--- config.mk ---
export PLATFORM = sky130hd
export DESIGN_NAME = clock_gate_ctrl
export DESIGN_NICKNAME = d
export VERILOG_FILES = /design/src/rtl/clock_gate_pkg.sv /design/src/rtl/clock_gate_ctrl_negedge_reg.sv /design/src/rtl/clock_gate_ctrl.sv
export SDC_FILE = /design/constraint.sdc
export NUM_CORES = 1
export LEC_CHECK = 0
export ABC_AREA = 1
export BUFFER_PORTS_ARGS = -buffer_cell sky130_fd_sc_hd__buf_2
export CORE_MARGIN = 4
export CORE_UTILIZATION = 27
export DETAILED_ROUTE_END_ITERATION = 8
export MAX_ROUTING_LAYER = met4
export PLACE_DENSITY_LB_ADDON = 0.1
export SLEW_MARGIN = 5
export SYNTH_ARGS = -nofsm -noshare
export SYNTH_HDL_FRONTEND = slang
export SYNTH_SLANG_ARGS = --single-unit
--- constraint.sdc ---
create_clock -name clk -period 2.2 [get_ports clk]
set_input_delay 0.44 -clock clk [delete_from_list [all_inputs] [get_ports clk]]
set_output_delay 0.44 -clock clk [all_outputs]
set_load 0.02 [all_outputs]
--- src/rtl/clock_gate_pkg.sv ---
// Shared types and defaults for the gated-clock enable controller.
package clock_gate_pkg;

    // Controller states; the encoding is visible on state_out for debug.
    typedef enum logic [1:0] {
        CG_OFF   = 2'd0,
        CG_WAKE  = 2'd1,
        CG_ON    = 2'd2,
        CG_DRAIN = 2'd3
    } cg_state_t;

    localparam int CG_IDLE_CYCLES_DEF = 8;
    localparam int CG_WAKE_CYCLES_DEF = 2;

    // Width of the counter shared between the wake and idle windows.
    function automatic int cg_cnt_width(input int idle_cycles, input int wake_cycles);
        int m;
        m = (idle_cycles > wake_cycles) ? idle_cycles : wake_cycles;
        return $clog2(m + 1);
    endfunction

endpackage

--- src/rtl/clock_gate_ctrl_negedge_reg.sv ---
// Falling-edge enable register. Holding all negedge logic here keeps the
// rest of the block single-edge and makes the glitch-free timing obvious.
module negedge_enable_reg (
    input  logic clk,
    input  logic rst_n,
    input  logic d,
    output logic q
);

    // Re-time on the falling edge so q is stable for the whole high phase.
    always_ff @(negedge clk or negedge rst_n) begin
        if (!rst_n) q <= 1'b0;
        else        q <= d;
    end

endmodule

--- src/rtl/clock_gate_ctrl.sv ---
// Gated-clock enable controller: opens the gate while work is pending,
// waits a wake window before declaring ready, and closes the gate after
// a programmable run of idle cycles (with one drain cycle before closing).
module clock_gate_ctrl
    import clock_gate_pkg::*;
#(
    parameter int IDLE_CYCLES = CG_IDLE_CYCLES_DEF,
    parameter int WAKE_CYCLES = CG_WAKE_CYCLES_DEF,
    parameter int CNT_W       = cg_cnt_width(IDLE_CYCLES, WAKE_CYCLES)
) (
    input  logic       clk,
    input  logic       rst_n,
    input  logic       activity_in,
    input  logic       force_on_in,
    output logic       gate_en_out,
    output logic       ready_out,
    output logic [1:0] state_out
);

    localparam logic [CNT_W-1:0] WAKE_LAST = CNT_W'(WAKE_CYCLES - 1);
    localparam logic [CNT_W-1:0] IDLE_LAST = CNT_W'(IDLE_CYCLES - 1);
    localparam logic [CNT_W-1:0] CNT_MAX   = '1;

    cg_state_t        state_q, state_d;
    logic [CNT_W-1:0] cnt_q, cnt_d, cnt_inc;
    logic             ready_q;
    logic             wake;
    logic             gate_req;

    assign wake     = activity_in | force_on_in;
    // Counter holds at its ceiling rather than wrapping back to zero.
    assign cnt_inc  = (cnt_q == CNT_MAX) ? cnt_q : cnt_q + 1'b1;
    // Gate is requested in every state except OFF.
    assign gate_req = (state_q != CG_OFF);

    // Next-state and counter decode.
    always_comb begin
        state_d = state_q;
        cnt_d   = cnt_q;
        unique case (state_q)
            CG_OFF: begin
                if (wake) begin
                    state_d = CG_WAKE;
                    cnt_d   = '0;
                end
            end
            CG_WAKE: begin
                // Wake runs to completion even if activity drops.
                if (cnt_q == WAKE_LAST) begin
                    state_d = CG_ON;
                    cnt_d   = '0;
                end else begin
                    cnt_d = cnt_inc;
                end
            end
            CG_ON: begin
                // New work restarts the idle window and beats the threshold.
                if (wake) begin
                    cnt_d = '0;
                end else if (cnt_q == IDLE_LAST) begin
                    state_d = CG_DRAIN;
                    cnt_d   = '0;
                end else begin
                    cnt_d = cnt_inc;
                end
            end
            CG_DRAIN: begin
                cnt_d   = '0;
                state_d = wake ? CG_ON : CG_OFF;
            end
            default: begin
                state_d = CG_OFF;
                cnt_d   = '0;
            end
        endcase
    end

    // State, counter and registered ready flag.
    always_ff @(posedge clk or negedge rst_n) begin
        if (!rst_n) begin
            state_q <= CG_OFF;
            cnt_q   <= '0;
            ready_q <= 1'b0;
        end else begin
            state_q <= state_d;
            cnt_q   <= cnt_d;
            ready_q <= (state_d == CG_ON);
        end
    end

    negedge_enable_reg u_en_reg (
        .clk   (clk),
        .rst_n (rst_n),
        .d     (gate_req),
        .q     (gate_en_out)
    );

    assign ready_out = ready_q;
    assign state_out = state_q;

endmodule
==> out/metrics.yaml, run 1 <==
routing:
  vias: 457
  drc: 0
  viasPerCell: 4.04
  drtIter0Drc: 2
  totalWireLength_um: 984
  ant_nets: 0
  wl_per_cell_um: 8.71
  drt_pre_antenna_iters: 4
status:
  violations: "negative setup slack"
  status: "finished with violations"
layout:
  syn_to_final_growth_pct: 16.3
  final_layout_size_suffix_gt1_share_pct: 15.1
  postLayoutCellArea_sq_um: 643
  antenna_cells: 0
  final_util_pct: 32.8
  nets: 98
  n_fill_cell: 230
worst_setup_path:
  reg2reg_depth: 3
  slowest_delay_ns: 0.40
  cpMaxStageDelayCell: "dfrtn_1"
  start_kind: "register"
  required_ns: 1.76
  cp.arrival_ns: 1.86
  path_depth: 1
  crit_type: "reg -> out"
  critPathCaptureType: "output port"
  crit_buf_inv: 1
  worstPathCellList: "buf_6"
  crit_fanout: 1
  cp_top_family: "flip-flops"
synth:
  yosys.area.top_type: "dfrtp_1"
  syn_inst: 76
  synth_area_leaders: "dfrtp_1, nand2_1, ha_1"
  synth.most_common_cell: "nand2_1"
  ys_ff_latch: 8
  syn_avg_cell_area_sq_um: 7.28
  yosysWarnings: 0
  synth.top_cells.by_count: "nand2_1, inv_1, nand3_1"
  yosysTopAreaCellShare_pct: 31.7
  ys_types: 13
  syn_area_sq_um: 553
  yosysSeqAreaShare_pct: 36.2
  synth_edf_count: 0
  syn-num-nets: 87
  ys_async_sr_fraction_pct: 100
  synth_flop_cell: "dfrtp_1"
clock_tree:
  clock_tree.buffer_depth: 2
  cts_root_buf: "clkbuf_4"
  clock_latency_ns: 0.25
  htreeDepth: 1
  cts_tree: "built"
  numClockSinks: 8
  cts_buffers: 3
  post_cts_buffers: 0
  path_clk_slew_ns: 0.05
sta:
  skew_ns: 0.0120
  setup_violations: 1
  fin_setup_tns_ns: -0.103
  finalHoldViolCount: 0
  drv_slew: 0
  rsz0062_at_grt: "true"
  worst_pin_slew_ns: 0.200
  fin_ws_ns: -0.103
  max_slew_margin_pct: 86.6
  whs_ns: 0.0220
die:
  die_area_sq_um: 2840
  io_pins: 8
  fp.dieW_um: 53.3
  start_util_pct: 28.2
  row_count: 16
  die_h_um: 53.3
  coreArea_sq_um: 1960
global_routing:
  grt_overflow: 0
  grt_pass1_vias: 441
  track_usage_pct: 9.03
  grt_max_degree: 12
  grt_first_pass_wirelength_mm: 1.81
  antenna_found_initial: 0
flow_run:
  drv_cap: 0
placement:
  dp_hpwl_um: 835
  gp_congestion: 0.750
  io_buffers: 7
  dpl_cell_area_sq_um: 611
pwr:
  p_leak_uw: 0.000344
  vdd_ir_drop_max_mv: 0.570
  power_uw: 727
  p_per_area_nw_per_um2: 1130
min_path:
  hold_class: "in -> async"
layout make-up:
class | instances | area [sq um] | share of cell area, %
Multi-Input combinational cell | 54 | 293 | 45.5
Tap cell | 27 | 33.8 | 5.25
Clock buffer | 4 | 26.3 | 4.09
Sequential cell | 8 | 200 | 31.1
Timing Repair Buffer | 7 | 41.3 | 6.42
Inverter | 13 | 48.8 | 7.59
kinds of logic after synthesis:
logic type      Yosys count  synth area share [%]
compound gates            7                  6.33
simple gates             40                  30.8
fa+ha+maj                 7                  15.8
flops                     8                  36.2
buf+inv                  14                  10.9
stage by stage:
step           std cells  setup WS (ns)
2_1_floorplan         76          0.115
3_3_place_gp         109          0.142
6_report             113         -0.103
5_1_grt              113         -0.140
3_5_place_dp         109          0.138
4_1_cts              113         -0.113
metal layers:
metal	vias to the layer above	GRT usage (%)	wire, um	part of all wire, %
li1	256	-	-	-
met1	191	12.2	531	54
met2	8	12.4	403	41
met3	2	0.845	41	4.2
met4	0	6.38	8	0.81
met5	-	-	0	0
layout by cell type (no fill, tap or decap), types with 2 or more instances in the layout:
master / count
nand3_1: 8
inv_1: 12
a21oi_1: 5
o21ai_1: 2
nor2_1: 2
nand2_1: 28
ha_1: 7
dfrtp_1: 7
clkbuf_4: 3
buf_2: 6
report_power, final:
part | leakage (uW) | internal [uW] | total (uW) | switching [uW]
clock network | 0.0000150 | 69.0 | 113 | 44.2
logic | 0.000227 | 140 | 382 | 242
registers | 0.000103 | 196 | 232 | 35.6
total | 0.000344 | 405 | 727 | 322
state kept, by name (all words and copies together), names as in the netlist:
register / cells
u_en_reg.q: 1
cnt_q: 4
state_out: 2
ready_out: 1
worst paths after layout:
path / slack (ns) / start / end
worst min register to register: 0.59 / state_out[0]$_DFF_PN0_ / state_out[0]$_DFF_PN0_
worst max-delay path: -0.10 / u_en_reg.q$_DFF_NN0_ / gate_en_out
max in group asynchronous: 1.00 / rst_n / u_en_reg.q$_DFF_NN0_
min in group clk: 0.58 / activity_in / state_out[0]$_DFF_PN0_
worst min-delay path: 0.02 / rst_n / cnt_q[3]$_DFFE_PN0P_
worst max register to register: 0.16 / state_out[0]$_DFF_PN0_ / u_en_reg.q$_DFF_NN0_
repair_timing:
action / CTS / global route
endpoints found under the setup margin: 1 / 1
hold buffers: 0 / 0
resized for setup: 2 / 0
(Power assumes the default switching activity.)
==> inputs of run 2 (changes only) <==
Settings changed: CELL_PAD_IN_SITES_DETAIL_PLACEMENT set to 0, CELL_PAD_IN_SITES_GLOBAL_PLACEMENT set to 1.
==> out/metrics.yaml, run 2 (same netlist as run 1, synthesis figures left out) <==
worst_setup_path:
  crit_type: "reg -> out"
  required_ns: 1.76  # about the same
  crit_fanout: 1  # unchanged
  critPathCaptureType: "output port"
  start_kind: "register"
  cpMaxStageDelayCell: "dfrtn_1"
  worstPathCellList: "buf_6"
  crit_buf_inv: 1  # unchanged
  crit_path_start: "u_en_reg.q$_DFF_NN0_"
  slowest_delay_ns: 0.41  # about the same
  cp.arrival_ns: 1.89  # +0.03 ns
  cp_top_family: "flip-flops"
  r2r-start: "state_out[1]$_DFF_PN0_"
sta:
  setup_violations: 1  # unchanged
  drv_slew: 0  # unchanged
  skew_ns: 0.0110  # -0.00109 ns
  fin_ws_ns: -0.125  # -0.0225 ns
  worst_pin_slew_ns: 0.198  # -0.00160 ns
  rsz0062_at_grt: "true"
  finalHoldViolCount: 0  # unchanged
  max_slew_margin_pct: 86.7  # +0.11 points
die:
  start_util_pct: 28.2  # unchanged
  die_area_sq_um: 2840  # unchanged
  die_h_um: 53.3  # unchanged
  coreArea_sq_um: 1960  # unchanged
  row_count: 16  # unchanged
  io_pins: 8  # unchanged
  fp.dieW_um: 53.3  # unchanged
global_routing:
  top_usage_layer: "met2"
  use_met1_pct: 13.6  # +1.4 points
  grt_pass1_vias: 469  # +6.3%
  grt_first_pass_wirelength_mm: 1.98  # +9.6%
  antenna_found_initial: 0  # unchanged
  grt_overflow: 0  # unchanged
  met2_usage_pct: 13.9  # +1.4 points
  met3_usage_pct: 1.69  # +0.85 points
  grt_max_degree: 12  # unchanged
  track_usage_pct: 10.1  # +1.1 points
pwr:
  power.switching_uw: 335  # +4.3%
  cellInternalPower_uw: 406  # +0.16%
  vdd_ir_drop_max_mv: 0.561  # -1.5%
  p_leak_uw: 0.000344  # unchanged
  p_sw_share_pct: 45.3  # +1.0 points
  seq_power_share_pct: 31.5  # -0.4 points
  power_uw: 741  # +2.0%
  p_per_area_nw_per_um2: 1150  # +2.0%
  p_clk_share_pct: 16.1  # +0.5 points
  comb_power_share_pct: 52.4  # about the same
routing:
  wl_per_cell_um: 9.50  # +9.1%
  drc: 0  # unchanged
  viasPerCell: 4.04  # unchanged
  drt_pre_antenna_iters: 4  # unchanged
  totalWireLength_mm: 1.07  # +9.1%
  ant_nets: 0  # unchanged
  drtIter0Drc: 6  # +4
  vias: 457  # unchanged
clock_tree:
  path_clk_slew_ns: 0.06  # about the same
  cts_buffers: 3  # unchanged
  clock_latency_ns: 0.26  # about the same
  cts_root_buf: "clkbuf_4"
  cts_tree: "built"
  numClockSinks: 8  # unchanged
  clock_tree.buffer_depth: 2  # unchanged
  cts_hold_buf: 0  # unchanged
  htreeDepth: 1  # unchanged
layout:
  final_util_pct: 32.8  # unchanged
  top_register: "cnt_q"
  final_common_cell: "nand2_1"
  final_cell_mix: "nand2_1, inv_1, nand3_1"
  nets: 98  # unchanged
  largest_reg_flops: 4  # unchanged
  postLayoutCellArea_sq_um: 643  # unchanged
  final_layout_size_suffix_gt1_share_pct: 15.1  # unchanged
  antenna_cells: 0  # unchanged
  n_fill_cell: 237  # +3.0%
  syn_to_final_growth_pct: 16.3  # unchanged
status:
  status: "finished with violations"
  violations: "negative setup slack"
placement:
  io_buffers: 7  # unchanged
  dpl_cell_area_sq_um: 611  # unchanged
  gp_congestion: 0.729  # -2.8%
  dp_hpwl_um: 865  # +3.6%
flow_run:
  drv_cap: 0  # unchanged
min_path:
  hold_class: "in -> async"
run 2: power by group through the flow:
stage                     clock network [uW]  registers, uW  logic, uW
final                                    120            233        389
after detailed placement                   0            234        386
after floorplan                            0            273        243
after CTS                                125            235        398
after global routing                     139            244        448
after global placement                     0            232        396
run 2: layout make-up:
cell class	count	area, sq um	area share (%)
Multi-Input combinational cell	54	293	45.5
Inverter	13	48.8	7.59
Sequential cell	8	200	31.1
Timing Repair Buffer	7	41.3	6.42
Tap cell	27	33.8	5.25
Clock buffer	4	26.3	4.09
run 2: path summary, 6_finish.rpt:
path                                          end  slack [ns]  cells past startpoint
setup / recovery                      gate_en_out       -0.13                      1
hold / removal               cnt_q[1]$_DFFE_PN0P_        0.01                      1
setup reg to reg             u_en_reg.q$_DFF_NN0_        0.16                      3
hold reg to reg            state_out[0]$_DFF_PN0_        0.60                      2
max in group asynchronous    u_en_reg.q$_DFF_NN0_        1.01                      1
min in group clk           state_out[0]$_DFF_PN0_        0.57                      5
run 2: worst reg2reg max path, delay by kind of cell (launching register included):
kind                       cells  cell delay, ns
adders and majority gates      1            0.20
buffers and inverters          2            0.20
DFF                            1            0.40
run 2: through the flow:
step / TNS [ns] / std cells / setup WS, ns / hold WS [ns]
2_1_floorplan: 0 / 76 / 0.115 / 0.144
3_3_place_gp: 0 / 109 / 0.140 / 0.289
3_5_place_dp: 0 / 109 / 0.149 / 0.289
4_1_cts: -0.133 / 113 / -0.133 / 0.0119
5_1_grt: -0.158 / 113 / -0.158 / 0.00951
6_report: -0.125 / 113 / -0.125 / 0.0133
run 2: timing repair:
action                                  4_1_cts  5_1_grt
setup buffers                                 0        0
resized for setup                             2        0
hold endpoints to repair                      0        0
endpoints found under the setup margin        1        1
run 2: per-layer routing:
metal | part of all wire, % | vias to the layer above
met5 | 0 | -
met4 | 2.5 | 0
met3 | 2.0 | 4
met2 | 40 | 6
met1 | 56 | 195
li1 | - | 252
